## config.mk

```make
export PLATFORM = sky130hd
export DESIGN_NAME = mult32x32_arbiter
export DESIGN_NICKNAME = d
export VERILOG_FILES = /design/src/rtl/mult32x32_pkg.sv /design/src/rtl/mult32x32_arbiter_arb2_rr.sv /design/src/rtl/mult32x32_arbiter.sv
export SDC_FILE = /design/constraint.sdc
export NUM_CORES = 1
export LEC_CHECK = 0
export ABC_AREA = 0
export BUFFER_PORTS_ARGS = -buffer_cell sky130_fd_sc_hd__buf_2
export CAP_MARGIN = 20
export CORE_ASPECT_RATIO = 0.6
export CORE_MARGIN = 2
export CORE_UTILIZATION = 44
export DETAILED_ROUTE_END_ITERATION = 6
export PLACE_DENSITY_LB_ADDON = 0.12
export SLEW_MARGIN = 5
export SYNTH_ARGS = -nofsm -noshare
export SYNTH_HDL_FRONTEND = slang
export SYNTH_HIERARCHICAL = 1
export SYNTH_SLANG_ARGS = --single-unit
```

## constraint.sdc

```tcl
create_clock -name clk -period 2.1 [get_ports clk]
set_clock_uncertainty 0.15 [all_clocks]
set_input_delay 0.42 -clock clk [delete_from_list [all_inputs] [get_ports clk]]
set_output_delay 0.42 -clock clk [all_outputs]
set_load 0.01 [all_outputs]
```

## src/rtl/mult32x32_pkg.sv

```systemverilog
// -----------------------------------------------------------------------------
// mult32x32_pkg
// Shared definitions for the two-requester 32x32 multiplier arbiter.
//   state_t    : arbiter FSM states (IDLE, START, WAIT, DONE)
//   OPERAND_W  : operand width
//   PRODUCT_W  : product width
//   NUM_REQ    : number of requesters
//   onehot_of  : requester index -> one-hot request/grant vector
// -----------------------------------------------------------------------------
package mult32x32_pkg;

    localparam int OPERAND_W = 32;
    localparam int PRODUCT_W = 64;
    localparam int NUM_REQ   = 2;

    typedef enum logic [1:0] {
        IDLE  = 2'd0,
        START = 2'd1,
        WAIT  = 2'd2,
        DONE  = 2'd3
    } state_t;

    function automatic logic [NUM_REQ-1:0] onehot_of(input logic idx);
        onehot_of = idx ? 2'b10 : 2'b01;
    endfunction

endpackage

```

## src/rtl/mult32x32_arbiter_arb2_rr.sv

```systemverilog
// -----------------------------------------------------------------------------
// arb2_rr
// Two-way request arbiter. Picks the winning requester index from the request
// vector. With MULT32X32_ARB_RR_EN defined a pointer register remembers which
// requester is preferred on the next tie (round-robin); otherwise requester 0
// always wins ties and no pointer register exists.
// Ports:
//   clk, reset  : clock / async active-low reset (round-robin build only)
//   i_advance   : a grant is being taken this cycle (round-robin build only)
//   i_req       : request vector
//   o_winner    : index of the winning requester (meaningful when i_req != 0)
// Configuration macro: MULT32X32_ARB_RR_EN
// -----------------------------------------------------------------------------
module arb2_rr
    import mult32x32_pkg::*;
(
`ifdef MULT32X32_ARB_RR_EN
    input  logic               clk,
    input  logic               reset,
    input  logic               i_advance,
`endif
    input  logic [NUM_REQ-1:0] i_req,
    output logic               o_winner
);

`ifdef MULT32X32_ARB_RR_EN
    logic r_ptr;

    // Preferred requester for the next tie: the one not just granted.
    always_ff @(posedge clk or negedge reset) begin
        if (!reset) begin
            r_ptr <= 1'b0;
        end else if (i_advance) begin
            r_ptr <= ~o_winner;
        end else begin
            r_ptr <= r_ptr;
        end
    end

    // Winner selection: pointer breaks a tie, a lone request wins outright.
    always_comb begin
        o_winner = 1'b0;
        if (i_req == 2'b11) begin
            o_winner = r_ptr;
        end else begin
            o_winner = i_req[1];
        end
    end
`else
    // Winner selection: requester 1 wins only when requester 0 is absent.
    always_comb begin
        o_winner = 1'b0;
        if (i_req[0]) begin
            o_winner = 1'b0;
        end else begin
            o_winner = i_req[1];
        end
    end
`endif

endmodule

```

## src/rtl/mult32x32_arbiter.sv

```systemverilog
// -----------------------------------------------------------------------------
// mult32x32_arbiter
// Shares one external 32x32 multiplier between two requesters.
// Flow: IDLE captures the winner's operands -> START pulses mult_start/gnt ->
// WAIT until the multiplier's busy has risen and fallen -> DONE pulses done
// with the product. A watchdog aborts WAIT after MAX_WAIT cycles, setting the
// sticky err flag and completing with product 0.
// Parameters:
//   MAX_WAIT     : cycles allowed in WAIT before abort (legal 2..255)
// Ports:
//   clk, reset   : clock, asynchronous active-low reset
//   req[1:0]     : requests (held with operands until gnt)
//   a0,b0,a1,b1  : unsigned operands of requester 0 / 1
//   gnt[1:0]     : one-cycle operand-capture pulse for the winner
//   done[1:0]    : one-cycle result-valid pulse for the winner
//   product      : result while a done bit is high, else 0
//   err          : sticky watchdog flag
//   mult_start, mult_a, mult_b : multiplier command
//   mult_busy, mult_product    : multiplier status / result
// Configuration macro: MULT32X32_ARB_RR_EN (round-robin tie-break when defined,
// fixed priority to requester 0 otherwise).
// -----------------------------------------------------------------------------
module mult32x32_arbiter
    import mult32x32_pkg::*;
#(
    parameter int MAX_WAIT = 15
) (
    input  logic                 clk,
    input  logic                 reset,
    input  logic [NUM_REQ-1:0]   req,
    input  logic [OPERAND_W-1:0] a0,
    input  logic [OPERAND_W-1:0] b0,
    input  logic [OPERAND_W-1:0] a1,
    input  logic [OPERAND_W-1:0] b1,
    output logic [NUM_REQ-1:0]   gnt,
    output logic [NUM_REQ-1:0]   done,
    output logic [PRODUCT_W-1:0] product,
    output logic                 err,
    output logic                 mult_start,
    output logic [OPERAND_W-1:0] mult_a,
    output logic [OPERAND_W-1:0] mult_b,
    input  logic                 mult_busy,
    input  logic [PRODUCT_W-1:0] mult_product
);

    state_t                 r_state;
    state_t                 w_state_nxt;
    logic                   r_winner;
    logic                   w_winner;
    logic                   w_capture;
    logic [7:0]             r_wait_cnt;
    logic                   r_seen_busy;
    logic [NUM_REQ-1:0]     r_gnt;
    logic [NUM_REQ-1:0]     w_gnt_nxt;
    logic [NUM_REQ-1:0]     r_done;
    logic [NUM_REQ-1:0]     w_done_nxt;
    logic [PRODUCT_W-1:0]   r_product;
    logic [PRODUCT_W-1:0]   w_product_nxt;
    logic                   r_err;
    logic                   w_err_nxt;
    logic                   r_mult_start;
    logic                   w_start_nxt;
    logic [OPERAND_W-1:0]   r_mult_a;
    logic [OPERAND_W-1:0]   r_mult_b;

    arb2_rr u_arb (
`ifdef MULT32X32_ARB_RR_EN
        .clk       (clk),
        .reset     (reset),
        .i_advance (w_capture),
`endif
        .i_req     (req),
        .o_winner  (w_winner)
    );

    // Next state and next values of every registered output.
    always_comb begin
        w_state_nxt   = r_state;
        w_gnt_nxt     = 2'b00;
        w_done_nxt    = 2'b00;
        w_product_nxt = 64'd0;
        w_err_nxt     = r_err;
        w_start_nxt   = 1'b0;
        w_capture     = 1'b0;
        case (r_state)
            IDLE: begin
                if (|req) begin
                    w_capture   = 1'b1;
                    w_start_nxt = 1'b1;
                    w_gnt_nxt   = onehot_of(w_winner);
                    w_state_nxt = START;
                end else begin
                    w_state_nxt = IDLE;
                end
            end
            START: begin
                w_state_nxt = WAIT;
            end
            WAIT: begin
                // Completion needs a busy high seen first, so a late-rising
                // busy is not mistaken for an already finished multiply.
                if (r_seen_busy && !mult_busy) begin
                    w_state_nxt   = DONE;
                    w_done_nxt    = onehot_of(r_winner);
                    w_product_nxt = mult_product;
                end else if (r_wait_cnt == 8'(MAX_WAIT - 1)) begin
                    w_state_nxt   = DONE;
                    w_done_nxt    = onehot_of(r_winner);
                    w_product_nxt = 64'd0;
                    w_err_nxt     = 1'b1;
                end else begin
                    w_state_nxt = WAIT;
                end
            end
            DONE: begin
                w_state_nxt = IDLE;
            end
            default: begin
                w_state_nxt = IDLE;
            end
        endcase
    end

    // State register, registered outputs and operand capture.
    always_ff @(posedge clk or negedge reset) begin
        if (!reset) begin
            r_state      <= IDLE;
            r_winner     <= 1'b0;
            r_gnt        <= 2'b00;
            r_done       <= 2'b00;
            r_product    <= 64'd0;
            r_err        <= 1'b0;
            r_mult_start <= 1'b0;
            r_mult_a     <= 32'd0;
            r_mult_b     <= 32'd0;
        end else begin
            r_state      <= w_state_nxt;
            r_gnt        <= w_gnt_nxt;
            r_done       <= w_done_nxt;
            r_product    <= w_product_nxt;
            r_err        <= w_err_nxt;
            r_mult_start <= w_start_nxt;
            if (w_capture) begin
                r_winner <= w_winner;
                r_mult_a <= w_winner ? a1 : a0;
                r_mult_b <= w_winner ? b1 : b0;
            end else begin
                r_winner <= r_winner;
                r_mult_a <= r_mult_a;
                r_mult_b <= r_mult_b;
            end
        end
    end

    // Cycles spent in WAIT and whether busy has been observed high there.
    always_ff @(posedge clk or negedge reset) begin
        if (!reset) begin
            r_wait_cnt  <= 8'd0;
            r_seen_busy <= 1'b0;
        end else if (r_state == WAIT) begin
            r_wait_cnt  <= r_wait_cnt + 8'd1;
            r_seen_busy <= r_seen_busy | mult_busy;
        end else begin
            r_wait_cnt  <= 8'd0;
            r_seen_busy <= 1'b0;
        end
    end

    assign gnt        = r_gnt;
    assign done       = r_done;
    assign product    = r_product;
    assign err        = r_err;
    assign mult_start = r_mult_start;
    assign mult_a     = r_mult_a;
    assign mult_b     = r_mult_b;

endmodule

```

Word level (Yosys, flattened, before mapping)
Cells that the tools add are included.

Add/sub/neg operators: 1. Equality and inequality tests: 4. Multiplexer cells: 20. Bitwise gates (word level): 2. Reductions and logical operators: 5.

Operators by type and width (count): $mux 64 (2); $mux 32 (2); $mux 2 (7); $add 8x1->8 const B (1); $eq 8x4->1 const B (1); $mux 8 (1); $pmux 2 s4 (1); $mux 1 (7); $eq 2x2->1 const B (2); $reduce_and 3->1 (1); $eq 2x1->1 const B (1); $logic_not 2->1 (1); $reduce_or 2->1 (1); $logic_and 1x1->1 (1); $logic_not 1->1 (1); $not 1->1 (1); $or 1x1->1 (1).

Bits in registers: 146. Bits of input ports: 197. Output and inout port bits: 134. Logic and storage cells: 43.

Depth between registers and ports, before layout
Gate-level depths: netlist of run 1.

Depth in word-level cells: 4. Depth in mapped cells: 7.

By module
The synthesis of run 1 kept the hierarchy.

By module, submodules not included: mult32x32_arbiter (instances 1, cells an instance 481, area each 5768.0 um^2); arb2_rr (instances 1, cells an instance 1, area each 13.8 um^2).

Worst setup path before layout of run 1
No wires, ideal clock.

Path type: register -> register. From: register r_state[0]. To: register r_product[13], in the netlist product[13]. Setup time: 119 ps. Data arrival time: 1197 ps. Required time: 1831 ps. Slack: 634 ps. Cell stages (with the launch flop): 7. Buffers on the path: 2. Cells stage by stage: dfrtp_1 inv_1 ha_1 and3b_1 buf_4 clkbuf_1 and2_1.

Cells in the longest elaborated chain, start to end: 2.

Ends and longest elaborated chain: start: declaration (RTL line mult32x32_arbiter.sv:46) `state_t r_state;`; start signal: assignment (RTL line mult32x32_arbiter.sv:137) `r_state <= w_state_nxt;`; $eq 2x2->1 (RTL line mult32x32_arbiter.sv:85) `case (r_state)`; $mux 64 (RTL line mult32x32_arbiter.sv:85); via w_product_nxt[13] (RTL line mult32x32_arbiter.sv:58) `logic [PRODUCT_W-1:0] w_product_nxt;`; end signal: assignment (RTL line mult32x32_arbiter.sv:140) `r_product <= w_product_nxt;`; end: declaration (RTL line mult32x32_arbiter.sv:57) `logic [PRODUCT_W-1:0] r_product;`.

The timed path passes the listed nets, and every way through them passes these cells. A chain may end at the register's enable or synchronous reset.

Worst setup path in the final report of run 1
From: register r_state[1]. To: register r_mult_b[13], in the netlist mult_b[13].

Cells in the longest elaborated chain, start to end: 2.

Ends and longest elaborated chain: $logic_not 2->1 (RTL line mult32x32_arbiter.sv:85); $mux 1 (RTL line mult32x32_arbiter.sv:85); end signal: assignment (RTL line mult32x32_arbiter.sv:146) `r_mult_b <= w_winner ? b1 : b0;`; end signal: assignment (RTL line mult32x32_arbiter.sv:150) `r_mult_b <= r_mult_b;`; end: declaration (RTL line mult32x32_arbiter.sv:64) `logic [OPERAND_W-1:0] r_mult_b;`.

No other way between the ends.

==> results.json, run 1 <==
{
  "status": "finished clean",
  "post_cts_resized": 0,
  "yosys.area.top_type_share_pct": 63.2,
  "totalWireLength_um": 14900,
  "first_iter_violations": 185,
  "grt_usage_pct": 20.8,
  "tightest_slew_ps": 484,
  "root_buffer": "clkbuf_16",
  "power_switching_w": 0.00315,
  "rsz0062_at_grt": "false",
  "placed_area_um2": 7670,
  "diodes": 0,
  "cts_buffers": 17,
  "end_kind": "flip-flop",
  "netlist_instances": 482,
  "grt-ovfl-total": 0,
  "pin_count": 331,
  "synth_compound_area_share_pct": 6.86,
  "syn_area_um2": 5780,
  "synth_area_leader_cell": "dfrtp_1",
  "period_share_pct": 75.7,
  "crit_slowest_cell": "dfrtp_1",
  "p_total_w": 0.00957,
  "final_area_um2": 8260,
  "htree_levels": 4,
  "reg2reg_slack_ps": 510,
  "max_stage_delay_ps": 350,
  "final_antenna_net_count": 0,
  "vias_per_cell": 4.61,
  "synth_adder_area_share_pct": 1.08,
  "first_pass_iters": 4,
  "synth_most_common_cell": "dfrtp_1",
  "worst_slew_margin_rel_pct": 67.7,
  "drv_cap": 0,
  "synth_seq_area_share_pct": 63.2,
  "synth_top_family_by_area": "simple AND/OR/NAND/NOR gates",
  "startpoint_type": "flip-flop",
  "synth_common_cells": "dfrtp_1, and2_1, nand2_1, mux2i_1, o21ai_0",
  "wl_per_cell_um": 14.9,
  "grt_max_degree": 95,
  "dpl.hpwl_um": 11300,
  "die_area_um2": 14100,
  "max-vdd-ir-drop_uv": 570,
  "seqPwrFrac_pct": 41.2,
  "clock-sinks": 146,
  "layout-drive-gt1-share_pct": 46.0,
  "synth_edf_count": 0,
  "maxSlewViolCount": 0,
  "synthMuxAreaShare_pct": 11.3,
  "cts_setup_buffers": 0,
  "core_area_um2": 12900,
  "grt_pass1_vias": 4681,
  "p_sw_share_pct": 32.9,
  "async_reset_ff_share_pct": 100,
  "place_ws_ps": 164,
  "finalCriticalPeriod_ps": 1590,
  "timing.fmax_mhz": 629,
  "pwr-share-comb_pct": 28.3,
  "gp_congestion": 0.844,
  "synth.area.top_cells": "dfrtp_1, mux2i_1, and2_1",
  "crit_fanout": 94,
  "die_width_um": 152,
  "fin_setup_tns_ps": 0,
  "grt_pass1_wl_um": 23200,
  "synthSimpleGateAreaFrac_pct": 13.8,
  "syn_to_final_growth_pct": 42.9,
  "total_leakage_power_nw": 4.58,
  "via_count": 4610,
  "setup_viol": 0,
  "num_rows": 32,
  "ys_warn_count": 6,
  "yosysUniqueCellTypes": 36,
  "worstPathRequired_ps": 2210,
  "die_height_um": 92.8,
  "synth_ff_type": "dfrtp_1",
  "portBuffers": 330,
  "clk_latency_ps": 410,
  "intPower_w": 0.00642,
  "drcViolationCount": 0,
  "path_clk_slew_ps": 70,
  "placedCellCount": 967,
  "fill_cells": 1053,
  "timing.final.ws_setup_ps": 510,
  "avgSynthCellArea_um2": 12.0,
  "cp_cell_sequence": "inv_1, ha_1, o21ai_4, buf_12, o21ai_0",
  "hold_path.class": "input pin to flip-flop",
  "p_per_area_nw_per_um2": 1160,
  "stdcell_count": 1000,
  "power.clock.fraction_pct": 30.5,
  "synth-xor-area-share_pct": 0.454,
  "syn-num-nets": 684,
  "antenna_found_initial": 0,
  "arrival_ps": 1700,
  "hold_violations": 0,
  "nets": 1019,
  "clk_path_buf_depth": 2,
  "ys_seq_elements": 146,
  "start_util_pct": 45.0,
  "cts_tree": "yes",
  "crit_type": "flip-flop to flip-flop"
}
==> registers in the layout, indices dropped and copies added (netlist names) <==
name,cells
mult_b,32
r_wait_cnt,8
gnt,2
mult_start,1
r_winner,1
err,1
done,2
r_state,2
mult_a,32
product,64
r_seen_busy,1
==> worst max-delay path, delay by kind of cell (launching register included) <==
kind                       cells  cell delay, ps
buffers and inverters          2             390
AOI/OAI and AO/OA              2             300
adders and majority gates      1             210
DFF                            1             350
==> path summary, 6_finish.rpt <==
check	from	end	depth (start not counted)
worst max-delay path	r_state[1]	mult_b[13]	5
max in group asynchronous	reset	mult_b[13]	3
worst min-delay path	mult_product[8]	product[8]	2
worst min register to register	mult_a[31]	mult_a[31]	2
min in group asynchronous	reset	product[13]	2
worst max register to register	r_state[1]	mult_b[13]	5
==> final cells by class <==
cell class | count | area [um^2] | share of cell area [%]
clock buffers | 20 | 457 | 5.53
clock inverters | 12 | 123 | 1.48
inverters | 5 | 18.8 | 0.227
multi-input cells | 301 | 1940 | 23.5
flip-flops and latches | 146 | 3650 | 44.2
well taps | 170 | 213 | 2.57
repair buffers | 346 | 1860 | 22.5
==> what timing repair did <==
item / CTS / global route
hold buffers: 1 / 0
setup endpoints to repair: 0 / 0
hold endpoints to repair: 35 / 0
==> metal layers <==
layer | routed length [um] | vias to the layer above | GRT usage [%] | part of all wire (%)
li1 | - | 2270 | - | -
met1 | 6080 | 2140 | 24.4 | 41
met2 | 7360 | 169 | 35.1 | 50
met3 | 1030 | 31 | 6.64 | 6.9
met4 | 385 | 0 | 9.89 | 2.6
met5 | 0 | - | 0 | 0
==> placed cells by master, fill, tap and decap left out, drive strengths merged <==
| cell type | synthesis | final |
|---|---|---|
| dfrtp | 146 | 146 |
| nand2b | 1 | 1 |
| bufinv | 0 | 1 |
| buf | 18 | 345 |
| inv | 5 | 9 |
| nor2b | 4 | 4 |
| xor2 | 1 | 1 |
| nand4 | 3 | 3 |
| o21ai | 67 | 67 |
| a21o | 1 | 1 |
| and2 | 69 | 69 |
| a22oi | 1 | 1 |
| clkinvlp | 0 | 3 |
| and3b | 1 | 1 |
| nand2 | 66 | 66 |
| ha | 5 | 5 |
| clkinv | 0 | 4 |
| o21a | 1 | 1 |
| or3 | 2 | 2 |
| nor2 | 3 | 3 |
| xnor2 | 2 | 2 |
| a21boi | 3 | 3 |
| dlygate4sd3 | 0 | 1 |
| nor4 | 1 | 1 |
| a21oi | 1 | 1 |
| clkbuf | 12 | 20 |
| o21bai | 1 | 1 |
| mux2i | 65 | 65 |
| nand3 | 3 | 3 |
==> metrics by stage <==
step,hold slack [ps],utilization (%)
after floorplan,-25.6,-
after global placement,189,59.7
after detailed placement,197,59.7
after CTS,42.8,64.3
after global routing,45.2,64.3
final,59.8,64.3
==> cell families (layout without fill, tap and decap cells) <==
group	Yosys count	count (layout)
adder cells (fa/ha/maj)	5	5
XOR/XNOR	3	3
AO/OA/AOI/OAI	75	75
multiplexers	65	65
AND/OR/NAND/NOR	153	153
flip-flops	146	146
buffers and inverters	35	383
==> power groups by stage <==
stage               Clock [W]  Sequential (W)  Combinational (W)
finish                0.00292         0.00395            0.00271
global route          0.00312         0.00404            0.00306
CTS                   0.00299         0.00395            0.00276
detailed placement          0         0.00399            0.00276
global placement            0         0.00396            0.00268
floorplan                   0         0.00431            0.00112
Note: power is estimated with default switching activity, not from simulation.
==> run 2: changes to the inputs <==
--- a/config.mk
+++ b/config.mk
@@ -10,7 +10,7 @@
 export CAP_MARGIN = 20
 export CORE_ASPECT_RATIO = 0.6
 export CORE_MARGIN = 2
-export CORE_UTILIZATION = 44
+export CORE_UTILIZATION = 40
 export DETAILED_ROUTE_END_ITERATION = 6
 export PLACE_DENSITY_LB_ADDON = 0.12
 export SLEW_MARGIN = 5
==> constraint.sdc (replaced) <==
create_clock -name clk -period 1.4 [get_ports clk]
set_clock_uncertainty 0.15 [all_clocks]
set_input_delay 0.28 -clock clk [delete_from_list [all_inputs] [get_ports clk]]
set_output_delay 0.28 -clock clk [all_outputs]
set_load 0.01 [all_outputs]
==> results.json, run 2 (synthesis gave the netlist of run 1 again) <==
{
  "crit_path_start": "r_state[1]",
  "timing.final.ws_setup_ps": -147,
  "grt_pass1_vias": 5394,
  "final_cell_mix": "buf_2, dfrtp_1, dlygate4sd3_1",
  "grt_pass1_wl_um": 27500,
  "final_antenna_net_count": 0,
  "pin_count": 331,
  "via_count": 5262,
  "setup_viol": 133,
  "holdPathStages": 3,
  "end_kind": "flip-flop",
  "layout-drive-gt1-share_pct": 47.9,
  "portBuffers": 330,
  "grt_max_degree": 72,
  "clk_path_buf_depth": 2,
  "grt-ovfl-total": 0,
  "p_sw_share_pct": 33.7,
  "gp_congestion": 0.824,
  "r2r_cells": 5,
  "htree_levels": 4,
  "period_share_pct": 111,
  "num_rows": 33,
  "tightest_slew_ps": 501,
  "total_leakage_power_nw": 5.19,
  "p_per_area_nw_per_um2": 1710,
  "violations": "negative hold slack, negative setup slack",
  "root_buffer": "clkbuf_16",
  "diodes": 0,
  "pwr-share-comb_pct": 37.4,
  "drcViolationCount": 0,
  "nets": 1130,
  "worst-path-buf-inv": 2,
  "status": "finished, violations left",
  "power.clock.fraction_pct": 26.6,
  "start_util_pct": 41.7,
  "die_area_um2": 15500,
  "largest_reg_flops": 64,
  "antenna_found_initial": 0,
  "max_stage_delay_ps": 420,
  "totalWireLength_um": 19100,
  "arrival_ps": 1690,
  "worstPathRequired_ps": 1550,
  "first_pass_iters": 5,
  "dpl.hpwl_um": 12100,
  "fin_setup_tns_ps": -13460,
  "seqPwrFrac_pct": 36.1,
  "vias_per_cell": 4.64,
  "hold_path.class": "input pin to flip-flop",
  "rsz0062_at_grt": "true",
  "timing.hold.ws_ps": -10.5,
  "core_area_um2": 13900,
  "cts_buffers": 17,
  "path_clk_slew_ps": 70,
  "r2r_start": "r_state[1]",
  "startpoint_type": "flip-flop",
  "first_iter_violations": 236,
  "worst_slew_margin_rel_pct": 66.6,
  "timing.fmax_mhz": 646,
  "crit_cells": 5,
  "syn_to_final_growth_pct": 68.2,
  "grt_usage_pct": 22.5,
  "drv_cap": 0,
  "crit_slowest_cell": "dfrtp_1",
  "max-vdd-ir-drop_uv": 992,
  "crit_type": "flip-flop to flip-flop",
  "die_height_um": 97.1,
  "intPower_w": 0.0110,
  "fill_cells": 1044,
  "place_ws_ps": -180,
  "min_from": "b0[17]",
  "crit_fanout": 25,
  "layout_commonest_cell": "buf_2",
  "finalCriticalPeriod_ps": 1550,
  "die_width_um": 159,
  "cts_tree": "yes",
  "cp_top_family": "flip-flops",
  "maxSlewViolCount": 0,
  "cp_cell_sequence": "ha_4, and3b_2, buf_4, buf_12, and2_1",
  "clk_latency_ps": 410,
  "hold_violations": 7,
  "wl_per_cell_um": 16.8,
  "power_switching_w": 0.00560,
  "clock-sinks": 146
}
[run 2: cell count changes in the layout (fill, tap and decap cells not counted), moves of 4 or more]
| cell | previous run | this run |
|---|---|---|
| dlygate4sd3_1 | 1 | 78 |
| o21ai_0 | 58 | 13 |
| o21ai_1 | 8 | 43 |
| buf_4 | 9 | 22 |
| buf_6 | 1 | 14 |
| o21ai_2 | 0 | 11 |
| nand2_1 | 66 | 58 |
| clkbuf_16 | 17 | 23 |
| buf_2 | 329 | 324 |
| nand2_2 | 0 | 5 |
| ha_1 | 5 | 1 |
[run 2: layout make-up]
type / count / area (um^2) / share of cell area, %
timing repair buffer: 455 / 3110 / 32.0
sequential: 146 / 3660 / 37.6
inverter: 5 / 18.8 / 0.193
clock inverter: 12 / 121 / 1.25
tap: 192 / 240 / 2.47
multi-input combinational: 303 / 2120 / 21.8
clock buffer: 20 / 457 / 4.70
[run 2: path summary, 6_finish.rpt]
path,endpoint,slack [ps]
worst max register to register,product[18],-150
min in group asynchronous,product[4],260
max in group asynchronous,mult_a[23],470
worst max-delay path,product[18],-150
worst min-delay path,mult_b[17],-10
worst min register to register,done[0],310
[run 2: repair_timing]
| action | 4_1_cts | 5_1_grt |
|---|---|---|
| gates resized for setup | 18 | 86 |
| buffers inserted | 5 | 13 |
| endpoints found under the setup margin | 135 | 164 |
| gates cloned | 2 | 12 |
| hold endpoints to repair | 218 | 1 |
| hold buffers | 77 | 1 |
| pin swaps | 2 | 9 |
[run 2: per-layer routing]
layer	vias up	GRT usage (%)	share of wire, %
li1	2496	-	-
met1	2537	26.6	41
met2	199	40.4	51
met3	30	4.82	5.7
met4	0	8.74	2.0
met5	-	0	0
[run 2: power groups by stage]
stage	logic, W	clock network [W]	registers (W)
finish	0.00620	0.00441	0.00598
global route	0.00673	0.00470	0.00610
CTS	0.00472	0.00449	0.00591
detailed placement	0.00440	0	0.00596
global placement	0.00424	0	0.00593
floorplan	0.00172	0	0.00647
[run 2: tightest hold or removal path: cells and delay by family]
| family | cells | cell delay [ps] |
|---|---|---|
| multiplexers | 1 | 60 |
| AO/OA/AOI/OAI | 1 | 110 |
| buffers and inverters | 1 | 70 |
[run 2: metrics by stage]
| step | power, W | utilization (%) | cells | area (um^2) | hold slack [ps] |
|---|---|---|---|---|---|
| 2_1_floorplan | 0.00819 | - | 482 | 5840 | -166 |
| 3_3_place_gp | 0.0102 | 55.9 | 991 | 7760 | 116 |
| 3_5_place_dp | 0.0104 | 55.9 | 991 | 7760 | 124 |
| 4_1_cts | 0.0151 | 66.5 | 1107 | 9220 | 0.599 |
| 5_1_grt | 0.0175 | 70.1 | 1133 | 9730 | 0.176 |
| 6_report | 0.0166 | 70.1 | 1133 | 9730 | -10.5 |
